===== config.mk =====
export PLATFORM = sky130hd
export DESIGN_NAME = tick_gen
export DESIGN_NICKNAME = d
export VERILOG_FILES = /design/src/rtl/tick_gen_pkg.sv /design/src/rtl/tick_gen_ch.sv /design/src/rtl/tick_gen.sv
export SDC_FILE = /design/constraint.sdc
export NUM_CORES = 1
export LEC_CHECK = 0
export BUFFER_PORTS_ARGS = -buffer_cell sky130_fd_sc_hd__buf_2
export CORE_UTILIZATION = 40
export CTS_CLUSTER_DIAMETER = 120
export DETAILED_ROUTE_END_ITERATION = 10
export GPL_TIMING_DRIVEN = 0
export PLACE_DENSITY_LB_ADDON = 0.2
export SETUP_SLACK_MARGIN = 0.2
export SLEW_MARGIN = 20
export SYNTH_ARGS = -nofsm -noshare
export SYNTH_HDL_FRONTEND = slang
export SYNTH_SLANG_ARGS = --single-unit

===== constraint.sdc =====
create_clock -name clk -period 4 [get_ports clk]
set_clock_uncertainty 0.1 [all_clocks]
set_input_delay 0.4 -clock clk [delete_from_list [all_inputs] [get_ports clk]]
set_output_delay 0.4 -clock clk [all_outputs]
set_load 0.005 [all_outputs]

===== src/rtl/tick_gen_pkg.sv =====
// tick_gen_pkg: shared types and constants for the tick_gen divider.
// Latency: n/a (declarations only).
// Backpressure: n/a.
package tick_gen_pkg;

  // Output shape of a channel
  typedef enum logic {
    MODE_SQUARE = 1'b0,
    MODE_PULSE  = 1'b1
  } mode_t;

  // Smallest usable divisor; anything below is raised to this on acceptance
  localparam int DIV_MIN = 2;

endpackage


===== src/rtl/tick_gen_ch.sv =====
// tick_gen_ch: one divider channel with shadowed divisor/mode applied at period boundaries.
// Latency: q/tick registered, one cycle after the counter value that produces them.
// Backpressure: a new write is only taken while no update is pending (pending exported).
module tick_gen_ch
  import tick_gen_pkg::*;
#(
  parameter int W       = 26,
  parameter int DEF_DIV = 50000000
) (
  input  logic         clk,
  input  logic         reset,
  input  logic         en,
  input  logic         sync,
  input  logic         wr,
  input  logic [W-1:0] wr_div,
  input  logic         wr_mode,
  output logic         q,
  output logic         tick,
  output logic         pending
);

  localparam logic [W-1:0] DEF_C = (DEF_DIV < DIV_MIN) ? W'(DIV_MIN) : W'(DEF_DIV);

  logic [W-1:0] cnt;
  logic [W-1:0] div;
  logic [W-1:0] sh_div;
  mode_t        mode;
  mode_t        sh_mode;
  logic         last;
  logic [W-1:0] half;

  // Last count of the period, and the square-wave switch point (odd div favours high)
  assign last = (cnt == div - W'(1));
  assign half = div >> 1;

  // Counter, shadow registers and registered outputs
  always_ff @(posedge clk) begin
    if (!reset) begin
      cnt     <= '0;
      div     <= DEF_C;
      mode    <= MODE_SQUARE;
      sh_div  <= DEF_C;
      sh_mode <= MODE_SQUARE;
      pending <= 1'b0;
      q       <= 1'b0;
      tick    <= 1'b0;
    end else begin
      // A write never lands while an older update is waiting, so set/clear never collide
      if (wr && !pending) begin
        sh_div  <= wr_div;
        sh_mode <= mode_t'(wr_mode);
        pending <= 1'b1;
      end
      if (!en || sync) begin
        // Idle or phase-align: restart from 0 and take any waiting update right away
        cnt  <= '0;
        q    <= 1'b0;
        tick <= 1'b0;
        if (pending) begin
          div     <= sh_div;
          mode    <= sh_mode;
          pending <= 1'b0;
        end
      end else begin
        tick <= last;
        q    <= (mode == MODE_PULSE) ? last : (cnt >= half);
        if (last) begin
          cnt <= '0;
          // Swap only on the wrap so no period is cut short or stretched
          if (pending) begin
            div     <= sh_div;
            mode    <= sh_mode;
            pending <= 1'b0;
          end
        end else begin
          cnt <= cnt + W'(1);
        end
      end
    end
  end

endmodule


===== src/rtl/tick_gen.sv =====
// tick_gen: NCH independent programmable clock dividers (square wave or one-cycle pulse).
// Latency: q/tick registered; config applies at the next wrap (running) or next cycle (idle).
// Backpressure: cfg_ready low for the addressed channel while its previous update is pending.
// Build option: define TICK_GEN_SYNC_EN to add the sync_req phase-alignment input.
module tick_gen
  import tick_gen_pkg::*;
#(
  parameter int NCH     = 2,
  parameter int W       = 26,
  parameter int DEF_DIV = 50000000
) (
  input  logic                                   clk,
  input  logic                                   reset,
`ifdef TICK_GEN_SYNC_EN
  input  logic                                   sync_req,
`endif
  input  logic [NCH-1:0]                         en,
  input  logic                                   cfg_valid,
  output logic                                   cfg_ready,
  input  logic [((NCH > 1) ? $clog2(NCH) : 1)-1:0] cfg_ch,
  input  logic [W-1:0]                           cfg_div,
  input  logic                                   cfg_mode,
  output logic [NCH-1:0]                         q,
  output logic [NCH-1:0]                         tick
);

  localparam int CW = (NCH > 1) ? $clog2(NCH) : 1;

  logic [NCH-1:0] pending;
  logic [NCH-1:0] wr;
  logic [W-1:0]   div_clamped;
  logic           sync;

`ifdef TICK_GEN_SYNC_EN
  assign sync = sync_req;
`else
  assign sync = 1'b0;
`endif

  assign div_clamped = (cfg_div < W'(DIV_MIN)) ? W'(DIV_MIN) : cfg_div;

  // Ready mux on the addressed channel; unknown channels always accept and drop the write
  always_comb begin
    cfg_ready = 1'b1;
    wr        = '0;
    for (int i = 0; i < NCH; i++) begin
      if (cfg_ch == CW'(i)) begin
        cfg_ready = !reset || !pending[i];
      end
    end
    for (int i = 0; i < NCH; i++) begin
      wr[i] = reset && cfg_valid && cfg_ready && (cfg_ch == CW'(i));
    end
  end

  for (genvar g = 0; g < NCH; g++) begin : g_ch
    tick_gen_ch #(
      .W       (W),
      .DEF_DIV (DEF_DIV)
    ) u_ch (
      .clk     (clk),
      .reset   (reset),
      .en      (en[g]),
      .sync    (sync),
      .wr      (wr[g]),
      .wr_div  (div_clamped),
      .wr_mode (cfg_mode),
      .q       (q[g]),
      .tick    (tick[g]),
      .pending (pending[g])
    );
  end

endmodule


=== After elaboration in Yosys (flattened, before gate mapping) ===
Cells that the tools add are included.

* Flip-flop bits (word level): 166
* Bits of input ports: 33
* Output and inout port bits: 5
* Word-level logic and storage cells: 70

* Add/sub/neg operators: 4
* $lt $le $gt $ge: 3
* Eq/ne operators: 4
* Muxes and demuxes: 24
* Bitwise gates (word level): 4
* Reduce and logical (&&, ||, !) cells: 15

{| class="wikitable"
|+ Operators by type and width
! kind !! number
|-
| two-way mux 26 bit || 7
|-
| adder 26 x 1 -> 26 bit, second input constant || 2
|-
| == test 26 bit || 2
|-
| greater-or-equal comparator 26 x 25 -> 1 bit || 2
|-
| subtractor 26 x 1 -> 26 bit, second input constant || 2
|-
| less-than comparator 26 x 2 -> 1 bit, second input constant || 1
|-
| two-way mux 1 bit || 17
|-
| logical AND 1 bit || 6
|-
| OR reduction 3 bit || 2
|-
| != test 2 x 1 -> 1 bit, second input constant || 2
|-
| NOT 1 bit || 4
|-
| AND reduction 2 bit || 2
|-
| zero test 1 bit || 3
|-
| logical OR 1 bit || 2
|}

=== Logic depth before layout (Yosys ltp) ===
* Depth after elaboration: 10
* Gate-level depth with buffers: 13
* Mapped depth without buffers: 10

=== Cells and area by module ===
Synthesis repeated with hierarchy kept, for this count alone.

* Cell total of the unflattened synthesis: 1,185
* Area total of the unflattened synthesis: 9,765.6 µm²

{| class="wikitable"
|+ By module, submodules not included
! module !! times used !! cells an instance !! area an instance (µm²) !! sequential area each (µm²)
|-
| tick_gen_ch || 2 || 572 || 4,780.8 || 1,661.6
|-
| tick_gen || 1 || 41 || 203.9 || 0.0
|}

=== Worst setup path before layout ===
Ideal clock, no wire load.

* Path type: flip-flop to flip-flop
* From: reg g_ch[1].u_ch.div[0]
* To: reg g_ch[1].u_ch.div[10]
* Setup time: 0.072 ns
* Arrival time: 3.256 ns
* Data required time: 3.828 ns
* Slack: 0.572 ns
* Stages on the path, launching flop included: 14
* Buffers on the path: 3
* Period minus slack after synthesis: 3.428 ns
* Path through: dfxtp_1 inv_1 ha_1 nor4b_4 nand4_2 or4_1 a2111oi_2 nand4_1 or4_1 buf_2 a21boi_2 buf_6 buf_12 mux2i_1

* Word-level cells in the longest chain between the ends: 3

{| class="wikitable"
|+ RTL lines
! item !! line !! source
|-
| from (decl) || tick_gen_ch.sv:25 || <nowiki>logic [W-1:0] div;</nowiki>
|-
| from (signal assigned) || tick_gen_ch.sv:60 || <nowiki>div <= sh_div;</nowiki>
|-
| from (signal assigned) || tick_gen_ch.sv:71 || <nowiki>div <= sh_div;</nowiki>
|-
| subtractor 26 x 1 -> 26 bit || tick_gen_ch.sv:33 || <nowiki>assign last = (cnt == div - W'(1));</nowiki>
|-
| == test 26 bit || tick_gen_ch.sv:33 ||
|-
| != test 2 x 1 -> 1 bit (no line) || n/a ||
|}

Every way passes these cells.
A chain may end at the register's enable or synchronous reset.

=== Worst setup path in the final report ===
* From: reg g_ch[1].u_ch.div[1]
* To: reg g_ch[1].u_ch.div[10]

The elaborated chain is that of the path after synthesis.

==> key figures <==
Timing
  • Fin crit share: 0.915
  • Hold Fails Final Rpt: 0
  • Max Slew Vio Count: 0
  • Top achievable clock speed: around 0.27 GHz
  • Post-route setup slack: 0.340 ns
  • Worst slew pin tran: around 0.75 ns
  • Worst slew margin: 0.497
  • Final setup vio count: 0
  • Unrepaired setup endpoints after global routing: yes
  • Final min period: 3.66 ns

Synthesis
  • Sequential area share after synthesis: 0.338
  • Mean Syn Cell Area: 8.12 µm²
  • Post-synthesis cell type count: 64
  • Asr flop ratio synth: 0
  • Commonest cells in the netlist: nand2_1, dfxtp_1, nor2_1
  • Most used DFF post-synth: dfxtp_1
  • Synthesized Nets: approximately 1300
  • Syn Inst Count: 1212
  • Most area-consuming cells after synthesis: dfxtp_1, nand2_1, ha_1, mux2i_1, xor2_1
  • Yosys warns: 0
  • Count of flip-flops with a built-in enable after synthesis: 0
  • Seq cells post-synth: 166
  • Mapped Area: 9840 µm²
  • Top cell type's share of synthesized area: 0.338
  • Count leader, synth: nand2_1
  • Yosys top cell by area: dfxtp_1

Setup path
  • Reg2Reg Setup Slack: 0.34 ns
  • Launch point of the worst path: g_ch[1].u_ch.div[1]
  • Crit path max fanout: 6
  • Worst Path Class, Setup: reg -> reg
  • Reg2reg path depth: 13
  • Critical path startpoint category: register
  • Capturing point of the worst reg2reg path: g_ch[1].u_ch.div[10]
  • CP Data Required Time: 4.26 ns
  • CP arrival: ~4 ns
  • Capture point of the worst path: g_ch[1].u_ch.div[10]
  • RR Startpoint: g_ch[1].u_ch.div[1]
  • CP endpoint kind: register

Floorplan
  • DIE WIDTH: around 160 µm
  • Std-Cell Core Area: 24200 µm²
  • Die ar.: around 25000 µm²
  • I/O pins: 38
  • Die Span Y: 159 µm
  • Initial Util: 0.406
  • FP Rows: 57

Cells and area
  • Syn-to-layout area delta: 14.0%
  • Final Core Density: 0.462
  • Cell area after layout: 11200 µm²
  • Ant. Diodes: 0
  • Nets: 1359
  • Ratio of cells with drive above 1 in the final layout: 0.0981

GRT
  • Largest net degree at the start of global routing: 17
  • Vias in the first global route: 7996
  • Total GRT Usage: 0.204
  • Antenna violations before repair: 0
  • First-pass GRT wire length: 41.3 mm
  • Grt total ovfl: 0

Place
  • GP Congestion: 0.877
  • Pre-CTS setup slack: -0.258 ns
  • IO buf count: 36
  • Post-DP HPWL: 19.3 mm
  • Area after DPL: 10400 µm²

Pwr
  • Clk pwr share: 0.462
  • Worst vdd ir: 0.000263 V
  • Part of the power in combinational logic: 0.060
  • Total power: about 3600 µW
  • Switching Share: 0.253
  • Seq pwr share: 0.478
  • PD cells: 318 nW/µm²
  • Net Sw Power: 903 µW
  • P_leak: 0.00440 µW
  • Internal: 2660 µW

Detailed routing
  • Met2 wire len: just over 10 mm
  • Vias/cell: 5.30
  • DR top layer: met4
  • Drt wl/cell: 15.6 µm
  • Drt first-iter violations: 499
  • Via count: 8535
  • Routed length on met3: about 1.0 mm
  • Antenna Nets Post-Route: 0
  • DRC: 0
  • Post-Route WL: 25.1 mm
  • M1 WL: 13.4 mm
  • Initial DRT Pass Iterations: 5

Clock network
  • TritonCTS clock tree: yes
  • # clock sinks: 166
  • Worst-path clk slew: ~0.07 ns
  • H-tree depth: 4
  • Clk root buf: clkbuf_16
  • Clock latency on the worst-skew pair: 0.43 ns
  • TritonCTS buffer count: 17
  • Worst-case clock buffer depth: 2

Hold path
  • Worst min path class: in -> reg

Outcome
  • Status: completed

Job
  • Max cap viols: 0
routing by layer:
layer	up-vias	global-route usage
li1	4290	-
met1	4065	0.308
met2	163	0.300
met3	17	0.0355
met4	0	0.0441
met5	-	0
sequential cells by signal (all words and copies together) (netlist names):
| signal | flops |
|---|---|
| g_ch.u_ch.mode | 2 |
| g_ch.u_ch.cnt | 52 |
| g_ch.u_ch.sh_div | 52 |
| g_ch.u_ch.q | 2 |
| g_ch.u_ch.sh_mode | 2 |
| g_ch.u_ch.pending | 2 |
| g_ch.u_ch.tick | 2 |
| g_ch.u_ch.div | 52 |
power by group through the flow:
stage	Clock (µW)	Sequential (µW)	Combinational [µW]
6_report	1650	1700	215
5_1_grt	1750	1710	239
4_1_cts	1670	1700	210
3_5_place_dp	0	1740	207
3_3_place_gp	0	1740	205
2_1_floorplan	0	1730	133
per-stage QoR:
step | TNS (ns) | cells | hold WS, ns
finish | 0 | 1609 | 0.120
global route | 0 | 1609 | 0.116
CTS | 0 | 1607 | 0.104
detailed placement | -3.72 | 1572 | 0.357
global placement | -1.15 | 1572 | 0.350
floorplan | 0 | 1212 | 0.332
kinds of logic (layout without fill, tap and decap cells):
group,after synthesis,in the layout,synth area share
xor gates and xnor gates,104,104,0.0926
and+or+nand+nor,565,565,0.286
adders and majority gates,54,54,0.0687
AOI/OAI and AO/OA,140,140,0.101
buffers and inverters,127,200,0.0573
DFF,166,166,0.338
muxes,56,56,0.0571
layout make-up:
| cell class | count | area (µm²) |
|---|---|---|
| buffer | 66 | 339 |
| clock buffer | 19 | 443 |
| clock inverter | 13 | 136 |
| fill | 2477 | 13000 |
| inverter | 61 | 229 |
| multi-input combinational | 919 | 6090 |
| sequential | 166 | 3330 |
| tap | 324 | 405 |
| timing repair buffer | 41 | 243 |
how the worst min path moves through the flow:
stage	from	depth (start not counted)	endpoint
2_1_floorplan	g_ch[1].u_ch.mode	1	g_ch[1].u_ch.q
3_3_place_gp	g_ch[1].u_ch.sh_div[25]	2	g_ch[1].u_ch.sh_div[25]
3_5_place_dp	g_ch[1].u_ch.sh_div[25]	2	g_ch[1].u_ch.sh_div[25]
4_1_cts	cfg_div[19]	3	g_ch[0].u_ch.sh_div[19]
5_1_grt	cfg_div[20]	3	g_ch[1].u_ch.sh_div[20]
6_report	cfg_div[23]	3	g_ch[1].u_ch.sh_div[23]
cell usage in the layout, fill, tap and decap left out, types with 8 or more instances in the layout:
master,n
nor3_1,21
xor2_1,53
buf_4,12
clkbuf_1,47
nand2_1,201
nor2b_1,55
a21oi_1,18
or3_1,12
or4_1,8
a211oi_1,12
nand4_1,28
o21ai_0,19
nor4_1,17
a21o_1,19
a21boi_0,26
nor2_1,91
ha_1,53
xnor2_1,51
clkbuf_16,18
dfxtp_1,164
inv_1,60
buf_2,40
or2_2,8
and3_1,24
nand3_1,53
mux2i_1,54
what timing repair did:
item | in CTS | in global routing
buffers inserted | 3 | 1
pin swaps | 1 | 3
hold buffers | 0 | 0
setup endpoints to repair | 85 | 86
gates cloned | 0 | 1
resized for setup | 7 | 20
critical path, cell delays in order, from the launching register on:
cell and delay (ns):
dfxtp_2 0.36, inv_1 0.09, ha_4 0.15, nor4b_4 0.37, nand4_2 0.18, or4_4 0.53
a2111oi_4 0.36, nand4_1 0.13, or4_1 0.50, buf_2 0.17, a21boi_2 0.15, buf_6 0.16
clkbuf_16 0.16, mux2i_1 0.18
Power figures use the tool's default switching activity.
